==> config.mk <==
export PLATFORM = sky130hd
export DESIGN_NAME = sdp_result_collector_flat
export DESIGN_NICKNAME = d
export VERILOG_FILES = /design/src/rtl/sdp_pkg.sv /design/src/rtl/sdp_result_collector_if.sv /design/src/rtl/sdp_fifo4.sv /design/src/rtl/sdp_result_collector.sv /design/src/flat_wrapper.sv
export SDC_FILE = /design/constraint.sdc
export NUM_CORES = 1
export LEC_CHECK = 0
export BUFFER_PORTS_ARGS = -buffer_cell sky130_fd_sc_hd__clkbuf_2
export CAP_MARGIN = 10
export CORE_MARGIN = 1.5
export CORE_UTILIZATION = 50
export CTS_CLUSTER_DIAMETER = 30
export CTS_CLUSTER_SIZE = 30
export DETAILED_ROUTE_END_ITERATION = 8
export GPL_TIMING_DRIVEN = 0
export HOLD_SLACK_MARGIN = 0.1
export PLACE_DENSITY = 0.85
export SETUP_SLACK_MARGIN = 0.4
export SLEW_MARGIN = 15
export SYNTH_ARGS = -nofsm -noshare
export SYNTH_HDL_FRONTEND = slang
export SYNTH_SLANG_ARGS = --single-unit
==> constraint.sdc <==
create_clock -name clk -period 1.8 [get_ports clk]
set_input_delay 0.09 -clock clk [delete_from_list [all_inputs] [get_ports clk]]
set_output_delay 0.09 -clock clk [all_outputs]
set_load 0.1 [all_outputs]
==> src/rtl/sdp_pkg.sv <==
// Shared types and sizing for the SDP result collector slice.
//   SDP_DATA_W     : result width
//   SDP_PIPE_LAT   : upstream datapath latency in cycles (issue -> in_data)
//   SDP_FIFO_DEPTH : result queue depth
//   sdp_tag_t      : 2-bit arrival sequence number
//   sdp_entry_t    : queue entry {tag, data}
package sdp_pkg;

    localparam int unsigned SDP_DATA_W     = 8;
    localparam int unsigned SDP_PIPE_LAT   = 3;
    localparam int unsigned SDP_FIFO_DEPTH = 4;
    localparam int unsigned SDP_PTR_W      = 2;
    localparam int unsigned SDP_CNT_W      = 3;

    typedef logic [1:0]            sdp_tag_t;
    typedef logic [SDP_DATA_W-1:0] sdp_data_t;

    typedef struct packed {
        sdp_tag_t  tag;
        sdp_data_t data;
    } sdp_entry_t;

endpackage

==> src/rtl/sdp_result_collector_if.sv <==
// Result output handshake of the SDP result collector.
//   out_valid : head-of-queue result present
//   out_ready : consumer accepts the head this cycle
//   out_data  : head result
//   out_tag   : arrival sequence number of the head, mod 4
// Modports: master (collector side), slave (consumer side).
interface sdp_result_collector_if;
    import sdp_pkg::*;

    logic      out_valid;
    logic      out_ready;
    sdp_data_t out_data;
    sdp_tag_t  out_tag;

    modport master (output out_valid, output out_data, output out_tag, input out_ready);
    modport slave  (input out_valid, input out_data, input out_tag, output out_ready);

endinterface

==> src/rtl/sdp_fifo4.sv <==
// Four-entry result queue with 2-bit wrapping pointers.
//   clk, reset : clock, synchronous active-high reset
//   push       : write wr_data (accepted when not full, or when popping)
//   pop        : remove the head (ignored when empty)
//   wr_data    : entry to write
//   rd_data    : head entry (combinational)
//   count      : occupancy 0..4
module sdp_fifo4
    import sdp_pkg::*;
(
    input  logic                 clk,
    input  logic                 reset,
    input  logic                 push,
    input  logic                 pop,
    input  sdp_entry_t           wr_data,
    output sdp_entry_t           rd_data,
    output logic [SDP_CNT_W-1:0] count
);

    sdp_entry_t           mem [SDP_FIFO_DEPTH];
    logic [SDP_PTR_W-1:0] wr_ptr;
    logic [SDP_PTR_W-1:0] rd_ptr;
    logic                 empty;
    logic                 full;
    logic                 do_push;
    logic                 do_pop;

    always_comb begin
        empty   = (count == '0);
        full    = (count == SDP_CNT_W'(SDP_FIFO_DEPTH));
        do_pop  = pop && !empty;
        // A full queue still accepts a push when the head leaves in the same cycle.
        do_push = push && (!full || do_pop);
    end

    always_ff @(posedge clk) begin
        if (reset) begin
            wr_ptr <= '0;
            rd_ptr <= '0;
            count  <= '0;
        end else begin
            if (do_push) wr_ptr <= wr_ptr + 1'b1;
            if (do_pop)  rd_ptr <= rd_ptr + 1'b1;
            if (do_push && !do_pop)
                count <= count + 1'b1;
            else if (do_pop && !do_push)
                count <= count - 1'b1;
        end
    end

    always_ff @(posedge clk) begin
        if (!reset && do_push) mem[wr_ptr] <= wr_data;
    end

    assign rd_data = mem[rd_ptr];

endmodule

==> src/rtl/sdp_result_collector.sv <==
// Collects results from the 3-stage SDP datapath into a 4-entry tagged queue.
//   clk, reset : clock, synchronous active-high reset
//   in_issue   : upstream accepted an operand set this cycle
//   in_data    : registered upstream result
//   out_if     : result handshake (out_valid/out_ready/out_data/out_tag)
//   count      : queue occupancy 0..4
//   overflow   : sticky, a result was dropped on a full queue
//   csum       : running checksum of popped data (only with SDP_COLLECT_CSUM_EN)
// Optional feature macro: SDP_COLLECT_CSUM_EN.
module sdp_result_collector
    import sdp_pkg::*;
(
    input  logic                   clk,
    input  logic                   reset,
    input  logic                   in_issue,
    input  sdp_data_t              in_data,
    sdp_result_collector_if.master out_if,
    output logic [SDP_CNT_W-1:0]   count,
    output logic                   overflow
`ifdef SDP_COLLECT_CSUM_EN
    ,
    output sdp_data_t              csum
`endif
);

    logic [SDP_PIPE_LAT-1:0] vsr;
    logic                    marked;
    logic                    pop;
    logic                    drop;
    sdp_tag_t                tag_cnt;
    sdp_entry_t              head;

    always_comb begin
        // Top bit of the tracker lines up with in_data of the matching issue.
        marked = vsr[SDP_PIPE_LAT-1];
        pop    = out_if.out_valid && out_if.out_ready;
        drop   = marked && (count == SDP_CNT_W'(SDP_FIFO_DEPTH)) && !pop;
    end

    always_ff @(posedge clk) begin
        if (reset) begin
            vsr      <= '0;
            tag_cnt  <= '0;
            overflow <= 1'b0;
        end else begin
            vsr <= {vsr[SDP_PIPE_LAT-2:0], in_issue};
            // Tag advances even on a drop so the consumer sees the gap.
            if (marked) tag_cnt  <= tag_cnt + 1'b1;
            if (drop)   overflow <= 1'b1;
        end
    end

    sdp_fifo4 u_fifo (
        .clk     (clk),
        .reset   (reset),
        .push    (marked),
        .pop     (pop),
        .wr_data ('{tag: tag_cnt, data: in_data}),
        .rd_data (head),
        .count   (count)
    );

    assign out_if.out_valid = (count != '0);
    assign out_if.out_data  = head.data;
    assign out_if.out_tag   = head.tag;

`ifdef SDP_COLLECT_CSUM_EN
    always_ff @(posedge clk) begin
        if (reset)
            csum <= '0;
        else if (pop)
            csum <= csum + out_if.out_data;
    end
`endif

endmodule

==> src/flat_wrapper.sv <==
// flat-port wrapper written by rule: the top's interface ports become plain ports
module sdp_result_collector_flat import sdp_pkg::*;
  (clk, reset, in_issue, in_data, count, overflow, out_if_out_valid, out_if_out_data, out_if_out_tag, out_if_out_ready);
  sdp_result_collector_if out_if_i ();
  input  logic clk;
  input  logic reset;
  input  logic in_issue;
  input  sdp_data_t in_data;
  output logic [SDP_CNT_W-1:0] count;
  output logic overflow;
  output wire logic [$bits(out_if_i.out_valid)-1:0] out_if_out_valid;
  output wire logic [$bits(out_if_i.out_data)-1:0] out_if_out_data;
  output wire logic [$bits(out_if_i.out_tag)-1:0] out_if_out_tag;
  input wire logic [$bits(out_if_i.out_ready)-1:0] out_if_out_ready;
  assign out_if_out_valid = out_if_i.out_valid;
  assign out_if_out_data = out_if_i.out_data;
  assign out_if_out_tag = out_if_i.out_tag;
  assign out_if_i.out_ready = out_if_out_ready;
  sdp_result_collector u_core (.clk(clk), .reset(reset), .in_issue(in_issue), .in_data(in_data), .out_if(out_if_i), .count(count), .overflow(overflow));
endmodule
Word level (Yosys, flattened, before mapping). Memory sizes are Yosys's and may differ from the RTL's. A register that Yosys moved wholly into a read port is not among the register bits. Index checks and enable logic that the tools add are counted.

$mul: 0. Eq/ne operators: 1. Multiplexer cells: 6. Reductions and logical operators: 18. Bitwise operators: 0. Shift operators: 0. Divide/modulo/power cells: 0. Order comparisons: 0. $add $sub $neg: 5.

Operator list (count): $logic_and A1 B1 Y1 (8); $add A2 B1 Y2 const B (3); $logic_not A1 Y1 (6); $mux W3 (2); $mux W2 (2); $add A3 B1 Y3 const B (1); $eq A3 B3 Y1 const B (1); $logic_not A3 Y1 (1); $reduce_bool A3 Y1 (1); $sub A3 B1 Y3 const B (1); $mux W1 (2); $reduce_bool A2 Y1 (1); $logic_or A1 B1 Y1 (1).

Latch bits: 0. Output and inout bits: 15. Bits in read-only memories: 0. Input port bits: 12. Logic and storage cells: 37. Memories kept: 1. Memory bits (writable): 40. Bits in registers: 13.

Memories: u_core.u_fifo.mem (depth 4, width 10, rd ports 1, clocked after Yosys merged registers in 1, write ports 1, line sdp_fifo4.sv:20) `sdp_entry_t mem [SDP_FIFO_DEPTH];`.

Depth between registers and ports, before layout. Gate-level depths: netlist (run 1).

Depth in word-level cells: 9. Gate-level depth with buffers: 9. Depth with buffers taken out: 9.

Cells and area by module. A second synthesis (run 1) with hierarchy kept.

Cells, all modules: 118. Area, all modules: 2138.3 sq um.

By module, submodules not included: sdp_fifo4 (seq. area each 1381.3 sq um, cells an instance 99, area each 1920.6 sq um, instances 1); sdp_result_collector (seq. area each 120.1 sq um, cells an instance 19, area each 217.7 sq um, instances 1).

Least setup slack after synthesis (run 1). No wires, ideal clock.

Path kind: reg2reg. From: register u_core.u_fifo.count[0]. To: register u_core.u_fifo.count[2]. Arrival: 2.631 ns. Stages on the path, launching flop included: 10. Library setup time: 0.071 ns. Path buffers: 0. Slack: -0.902 ns. Cell sequence: dfxtp_1 > nor4b_2 > nand2b_4 > inv_2 > ha_1 > inv_1 > fa_1 > xor2_1 > or3_1 > a21oi_1.

Longest elaborated chain between the ends: 8. Elaborated cells between the ends (all ways): 18.

Ends and longest elaborated chain: start: declaration (line sdp_fifo4.sv:17) `output logic [SDP_CNT_W-1:0] count`; start signal: assignment (line sdp_fifo4.sv:45) `count <= count + 1'b1;`; start signal: assignment (line sdp_fifo4.sv:47) `count <= count - 1'b1;`; parallel branches: the longest is 8 deep, another holds $sub A3 B1 Y3.

Several ways; the timed one is not identified. The select of a mux whose other input is x is not followed. A chain may end at the register's enable or synchronous reset.

Final worst setup path (run 1).
From: register u_core.u_fifo.count[2]. To: register u_core.u_fifo.count[2].

Same word-level chain as after synthesis.

==> impl_metrics.toml, run 1 <==
[outcome]
status = "complete, but fails checks"
violations = "setup timing"

[cts]
cts_made_buffers = 5
clk_latency_ps = 300
htree_levels = 2
cts_root_buffer = "clkbuf_8"
cts_buffer_depth = 2
cts_tree = "yes"
clk_pin_slew_ps = 90
clock-sinks = 55

[power]
internal_power_uw = 2700
p_leak_uw = 0.00110
p_clk_share_pct = 14.3
switching_share_pct = 40.2
seq_power_share_pct = 34.3
combinationalPowerShare_pct = 51.4
pwr_density_cell_mw_per_mm2 = 1510
p_sw_uw = 1810
peakVddDrop_mv = 2.04

[floorplanning]
initial_utilization_pct = 52.2
ioPinCount = 27
rows = 23
chipHeight_um = 67.9
dieArea_mm2 = 0.00461
core_mm2 = 0.00403
die_w_um = 67.9

[detailed_routing]
wirelength_um = 4010
vias = 1185
viasPerCell = 5.20
drt_iter0_markers = 63
firstDrtPassIters = 4
wl_per_cell_um = 17.6
drc = 0
antenna_left = 0

[timing]
hold_viol_final = 0
final.setup.worst_slack_ps = -146
rsz0062_at_grt = "true"
tightest_slew_ps = 930
slew_violations = 0
relSlewSlack_pct = 37.7
setup_viol_count_final = 32
finClkSkew_ps = 13.0
fin_crit_ps = 1950
period_share_pct = 108
fmax_mhz = 514

[global_route]
grt_pass1_vias = 1166
grt_usage_pct = 17.6
grt_max_degree = 17
grt_pass1_wl_um = 5570
overflow = 0
antenna_found_initial = 0

[worst_setup_path]
ff2ff_path_depth = 9
cp-start-kind = "flop"
r2r-end = "u_core.u_fifo.count[2]$_SDFFE_PP0P_"
path_max_fanout = 3
crit_start = "u_core.u_fifo.count[2]$_SDFFE_PP0P_"
reg2reg_from = "u_core.u_fifo.count[2]$_SDFFE_PP0P_"
endpoint = "u_core.u_fifo.count[2]$_SDFFE_PP0P_"
crit_type = "flop to flop"
cp.arrival_ps = 2170
end_kind = "flop"
required_ps = 2030
reg2reg_slack_ps = -150

[synth]
synthesis.nets = 135
syn_inst = 117
synth_seq_area_share_pct = 71.3
yosys.area.top_type = "edfxtp_1"
ys_warn_count = 0
synth_top_area_share_pct = 57.1
synth_area_per_cell_um2 = 18.0
yosys-top-cells-area = "edfxtp_1 (57%), dfxtp_1 (14%), mux4_2 (11%)"
synth-seq-cells = 55
synth_cell_types = 27
synthesis.area_mm2 = 0.00210

[placement]
globalplace.congestion = 0.687
preCtsSetupSlack_ps = -200
io_buffers = 26
place_hpwl_um = 2220

[cells_and_area]
num_antenna_cells = 0
layout-drive-gt1-share_pct = 44.9
final_util_pct = 74.0
final_cell_mix = "edfxtp_1 (40), clkbuf_2 (13), clkbuf_16 (12), dfxtp_1 (11), buf_4 (11)"
fill_cells = 253
multi_input_area_um2 = 643
final_common_cell = "edfxtp_1"
fin_nets = 195
synthToLayoutAreaGrowth_pct = 41.6
ff_latch_area_mm2 = 0.00152

[hold_path]
min_path_type = "input pin to flop"

[flow_run]
drv_cap = 0
how the worst min path moves through the flow:
stage | cells after the start | startpoint | end | slack, ps
final | 5 | out_if_out_ready | flop | 310
after detailed placement | 2 | in_issue | u_core.vsr[0]$_SDFF_PP0_ | 310
after global placement | 1 | in_data[7] | u_core.u_fifo.mem[2][7]$_DFFE_PP_ | 300
after CTS | 4 | out_if_out_ready | flop | 200
after global routing | 4 | out_if_out_ready | flop | 310
after floorplan | 0 | in_data[0] | u_core.u_fifo.mem[0][0]$_DFFE_PP_ | 190
synthesized netlist by cell type:
| cell type | instances |
|---|---|
| mux2i_1 | 2 |
| xnor2_1 | 1 |
| dfxtp_1 | 15 |
| xor2_1 | 5 |
| ha_1 | 5 |
| nand2_1 | 1 |
| edfxtp_1 | 40 |
| or3_2 | 1 |
| clkbuf_1 | 2 |
| inv_2 | 1 |
| a21oi_1 | 2 |
| mux2_4 | 1 |
| mux4_2 | 10 |
| or3_1 | 1 |
| o31ai_1 | 1 |
| o21ai_0 | 1 |
| nor2_1 | 10 |
| nor4b_2 | 1 |
| nor3b_1 | 4 |
| fa_1 | 1 |
| buf_1 | 1 |
| buf_2 | 1 |
| inv_1 | 3 |
| nor2b_1 | 3 |
| nand2b_4 | 1 |
| o311ai_0 | 1 |
| nand2b_1 | 2 |
power by group through the flow:
stage               sequential [uW]  clock (uW)  combinational, uW
global placement               1560           0               1560
floorplan                      1780           0               1160
CTS                            1540         651               2140
detailed placement             1570           0               1600
global route                   1560         715               2400
finish                         1550         645               2320
state kept, by name, summed over array words and instances, names as in the netlist, named ones only:
register / count
u_core.u_fifo.mem: 40
u_core.u_fifo.count: 3
u_core.vsr: 3
u_core.tag_cnt: 2
u_core.u_fifo.rd_ptr: 2
u_core.u_fifo.wr_ptr: 2
u_core.overflow: 1
cell families (layout without fill, tap and decap cells):
logic type / Yosys count / after routing / synth area share (%)
fa+ha+maj: 6 / 6 / 3.92
flops: 55 / 55 / 71.3
compound gates: 5 / 5 / 1.49
buf+inv: 8 / 69 / 1.49
simple gates: 24 / 24 / 6.90
xor+xnor: 6 / 6 / 2.50
mux: 13 / 13 / 12.4
timing repair:
action | in CTS | in global routing
pin swaps | 3 | 4
hold endpoints to repair | 34 | 0
gates resized for setup | 40 | 9
setup buffers | 6 | 10
cloned | 0 | 1
setup endpoints to repair | 54 | 56
hold buffers | 10 | 0
per-stage QoR:
step / hold WS (ps) / instances / total power, uW / instance area [um2] / setup TNS [ps]
after floorplan: 189 / 117 / 2940 / 2170 / -384
after global placement: 304 / 193 / 3110 / 2360 / -605
after detailed placement: 309 / 193 / 3160 / 2360 / -2120
after CTS: 203 / 217 / 4330 / 2840 / -1750
after global routing: 313 / 228 / 4670 / 2980 / -6870
final: 309 / 228 / 4510 / 2980 / -2960
layout make-up:
type,count,area share (%)
sequential,55,50.9
clock buffer,6,2.43
tap,50,2.10
multi-input combinational,54,21.6
timing repair buffer,53,20.9
clock inverter,2,0.420
buffer,4,1.09
inverter,4,0.588
critical path: stages, from the launching register on:
cell	delay, ps
dfxtp_4	370
nor4b_4	130
nand2b_4	170
inv_4	70
ha_4	140
inv_2	40
fa_2	330
xor2_1	160
or3_1	340
a21oi_2	130
layer usage:
| metal | global-route usage (%) | vias up | part of all wire (%) |
|---|---|---|---|
| li1 | - | 554 | - |
| met1 | 20.3 | 586 | 41 |
| met2 | 30.6 | 36 | 53 |
| met3 | 5.59 | 9 | 4.2 |
| met4 | 7.00 | 0 | 1.7 |
| met5 | 0 | - | 0 |
(Power assumes the default switching activity.)
==> run 2, diff against run 1 <==
--- a/config.mk
+++ b/config.mk
@@ -5,6 +5,7 @@
 export SDC_FILE = /design/constraint.sdc
 export NUM_CORES = 1
 export LEC_CHECK = 0
+export ABC_CLOCK_PERIOD_IN_PS = 2300
 export BUFFER_PORTS_ARGS = -buffer_cell sky130_fd_sc_hd__clkbuf_2
 export CAP_MARGIN = 10
 export CORE_MARGIN = 1.5
@@ -14,7 +15,7 @@
 export DETAILED_ROUTE_END_ITERATION = 8
 export GPL_TIMING_DRIVEN = 0
 export HOLD_SLACK_MARGIN = 0.1
-export PLACE_DENSITY = 0.85
+export PLACE_DENSITY = 0.82
 export SETUP_SLACK_MARGIN = 0.4
 export SLEW_MARGIN = 15
 export SYNTH_ARGS = -nofsm -noshare
==> constraint.sdc (replaced) <==
create_clock -name clk -period 2.3 [get_ports clk]
set_input_delay 0.115 -clock clk [delete_from_list [all_inputs] [get_ports clk]]
set_output_delay 0.115 -clock clk [all_outputs]
set_load 0.1 [all_outputs]
==> run 2 against run 1 <==
Compared with the run above:
- the run now ends clean
- critical path depth did not move
- setup slack improved by 570 ps
- global-route usage down 1.1 points
- flip-flop and latch count is the same
- sequential power fell by 22%
- die area stayed put
- design area down 9.7%
- critical endpoint unchanged
==> impl_metrics.toml, run 2 (synthesis gave the netlist of run 1 again) <==
[cts]
cts_buffer_depth = 2
clk_latency_ps = 300
clock-sinks = 55
cts_root_buffer = "clkbuf_8"
cts_tree = "yes"
cts_made_buffers = 5
clk_pin_slew_ps = 90
htree_levels = 2

[timing]
setup_viol_count_final = 0
tightest_slew_ps = 539
hold_viol_final = 0
rsz0062_at_grt = "true"
fin_crit_ps = 1880
period_share_pct = 81.6
slew_violations = 0
finClkSkew_ps = 4.51
relSlewSlack_pct = 64.2
fmax_mhz = 533
finalSetupTns_ps = 0

[global_route]
grt_max_degree = 18
grt_pass1_wl_um = 5470
grt_pass1_vias = 1173
antenna_found_initial = 0
grt_usage_pct = 16.6
overflow = 0

[cells_and_area]
largestRegisters = "u_core.u_fifo.mem (40), u_core.u_fifo.count (3), u_core.vsr (3)"
layout.cells.non_filler = 218
final_util_pct = 66.8
design_area_mm2 = 0.00269
fill_cells = 278
final_common_cell = "edfxtp_1"
fin_nets = 185
num_antenna_cells = 0
regMostFlops = "u_core.u_fifo.mem"
synthToLayoutAreaGrowth_pct = 27.8
final_cell_mix = "edfxtp_1 (40), clkbuf_2 (16), dfxtp_1 (12)"
ff_latch_area_mm2 = 0.00151
multi_input_area_um2 = 629
largest_register_ffs = 40
layout-drive-gt1-share_pct = 41.1

[placement]
place_hpwl_um = 2260
io_buffers = 26
dp_cells = 197
dpl_cell_area_mm2 = 0.00239
globalplace.congestion = 0.713

[worst_setup_path]
slowest_stage = "dfxtp_4"
cp-start-kind = "flop"
path_max_fanout = 7
crit_type = "flop to flop"
crit_chain = "nor4b_4, nand2b_4, inv_4, ha_4, inv_2, fa_2, xor2_1, or3_1, a21oi_1"
max_stage_delay_ps = 380
required_ps = 2530
cp.arrival_ps = 2110
end_kind = "flop"

[detailed_routing]
antenna_left = 0
wl_per_cell_um = 15.4
drt_iter0_markers = 71
wirelength_um = 3360
firstDrtPassIters = 4
vias = 1129
viasPerCell = 5.18
drc = 0

[floorplanning]
core_mm2 = 0.00403
initial_utilization_pct = 52.2
rows = 23
die_w_um = 67.9
chipHeight_um = 67.9
ioPinCount = 27
dieArea_mm2 = 0.00461

[hold_path]
min_path_type = "input pin to flop"

[power]
pwr_density_cell_mw_per_mm2 = 1200
internal_power_uw = 1920
p_total_uw = 3240
combinationalPowerShare_pct = 39.8
peakVddDrop_mv = 1.46
p_sw_uw = 1320
p_leak_uw = 0.000957
seq_power_share_pct = 37.5
switching_share_pct = 40.8
p_clk_share_pct = 22.7

[flow_run]
drv_cap = 0

[outcome]
status = "complete, no violations"
-- run 2: area by class of cell --
cell class / count / area share, %
sequential: 55 / 56.2
multi-input combinational: 54 / 23.4
timing repair buffer: 43 / 11.4
clock buffer: 5 / 2.56
clock inverter: 3 / 2.51
tap: 50 / 2.33
buffer: 4 / 0.884
inverter: 4 / 0.651
-- run 2: metrics by stage --
step	worst slack, ps	hold slack (ps)
after floorplan	238	214
after global placement	-108	328
after detailed placement	325	339
after CTS	402	217
after global routing	356	248
final	422	220
-- run 2: final timing paths --
path / start / endpoint / slack (ps) / depth (start not counted)
worst min register to register: u_core.vsr[1]$_SDFF_PP0_ / u_core.vsr[2]$_SDFF_PP0_ / 450 / 1
worst max-delay path: u_core.u_fifo.count[2]$_SDFFE_PP0P_ / u_core.u_fifo.count[2]$_SDFFE_PP0P_ / 420 / 9
worst max register to register: u_core.u_fifo.count[2]$_SDFFE_PP0P_ / u_core.u_fifo.count[2]$_SDFFE_PP0P_ / 420 / 9
worst min-delay path: out_if_out_ready / flop / 220 / 4
-- run 2: power by group through the flow --
stage	Sequential [uW]	Combinational, uW	Clock [uW]
floorplan	1390	900	0
global route	1220	1350	782
global placement	1220	1220	0
finish	1210	1290	735
detailed placement	1230	1230	0
CTS	1210	1290	751
-- run 2: what timing repair did --
item                                    4_1_cts  5_1_grt
endpoints found under the hold margin        34        0
pin swaps                                     2        1
hold buffers                                 10        0
buffers inserted                              2        1
resized for setup                            13        1
endpoints found under the setup margin       11        4
-- run 2: routing by layer --
metal	global-route usage [%]	up-vias	share of wire, %
met5	0	-	0
met4	5.25	0	1.4
met3	3.95	7	3.8
met2	28.8	25	51
met1	20.5	554	44
li1	-	543	-
-- run 2: critical path, delay by kind of cell, from the launching register on --
kind                     cells  cell delay (ps)
AND/OR/NAND/NOR              3              590
adder cells (fa/ha/maj)      2              460
flip-flops                   1              380
XOR/XNOR                     1              150
AO/OA/AOI/OAI                1              120
buffers and inverters        2              110
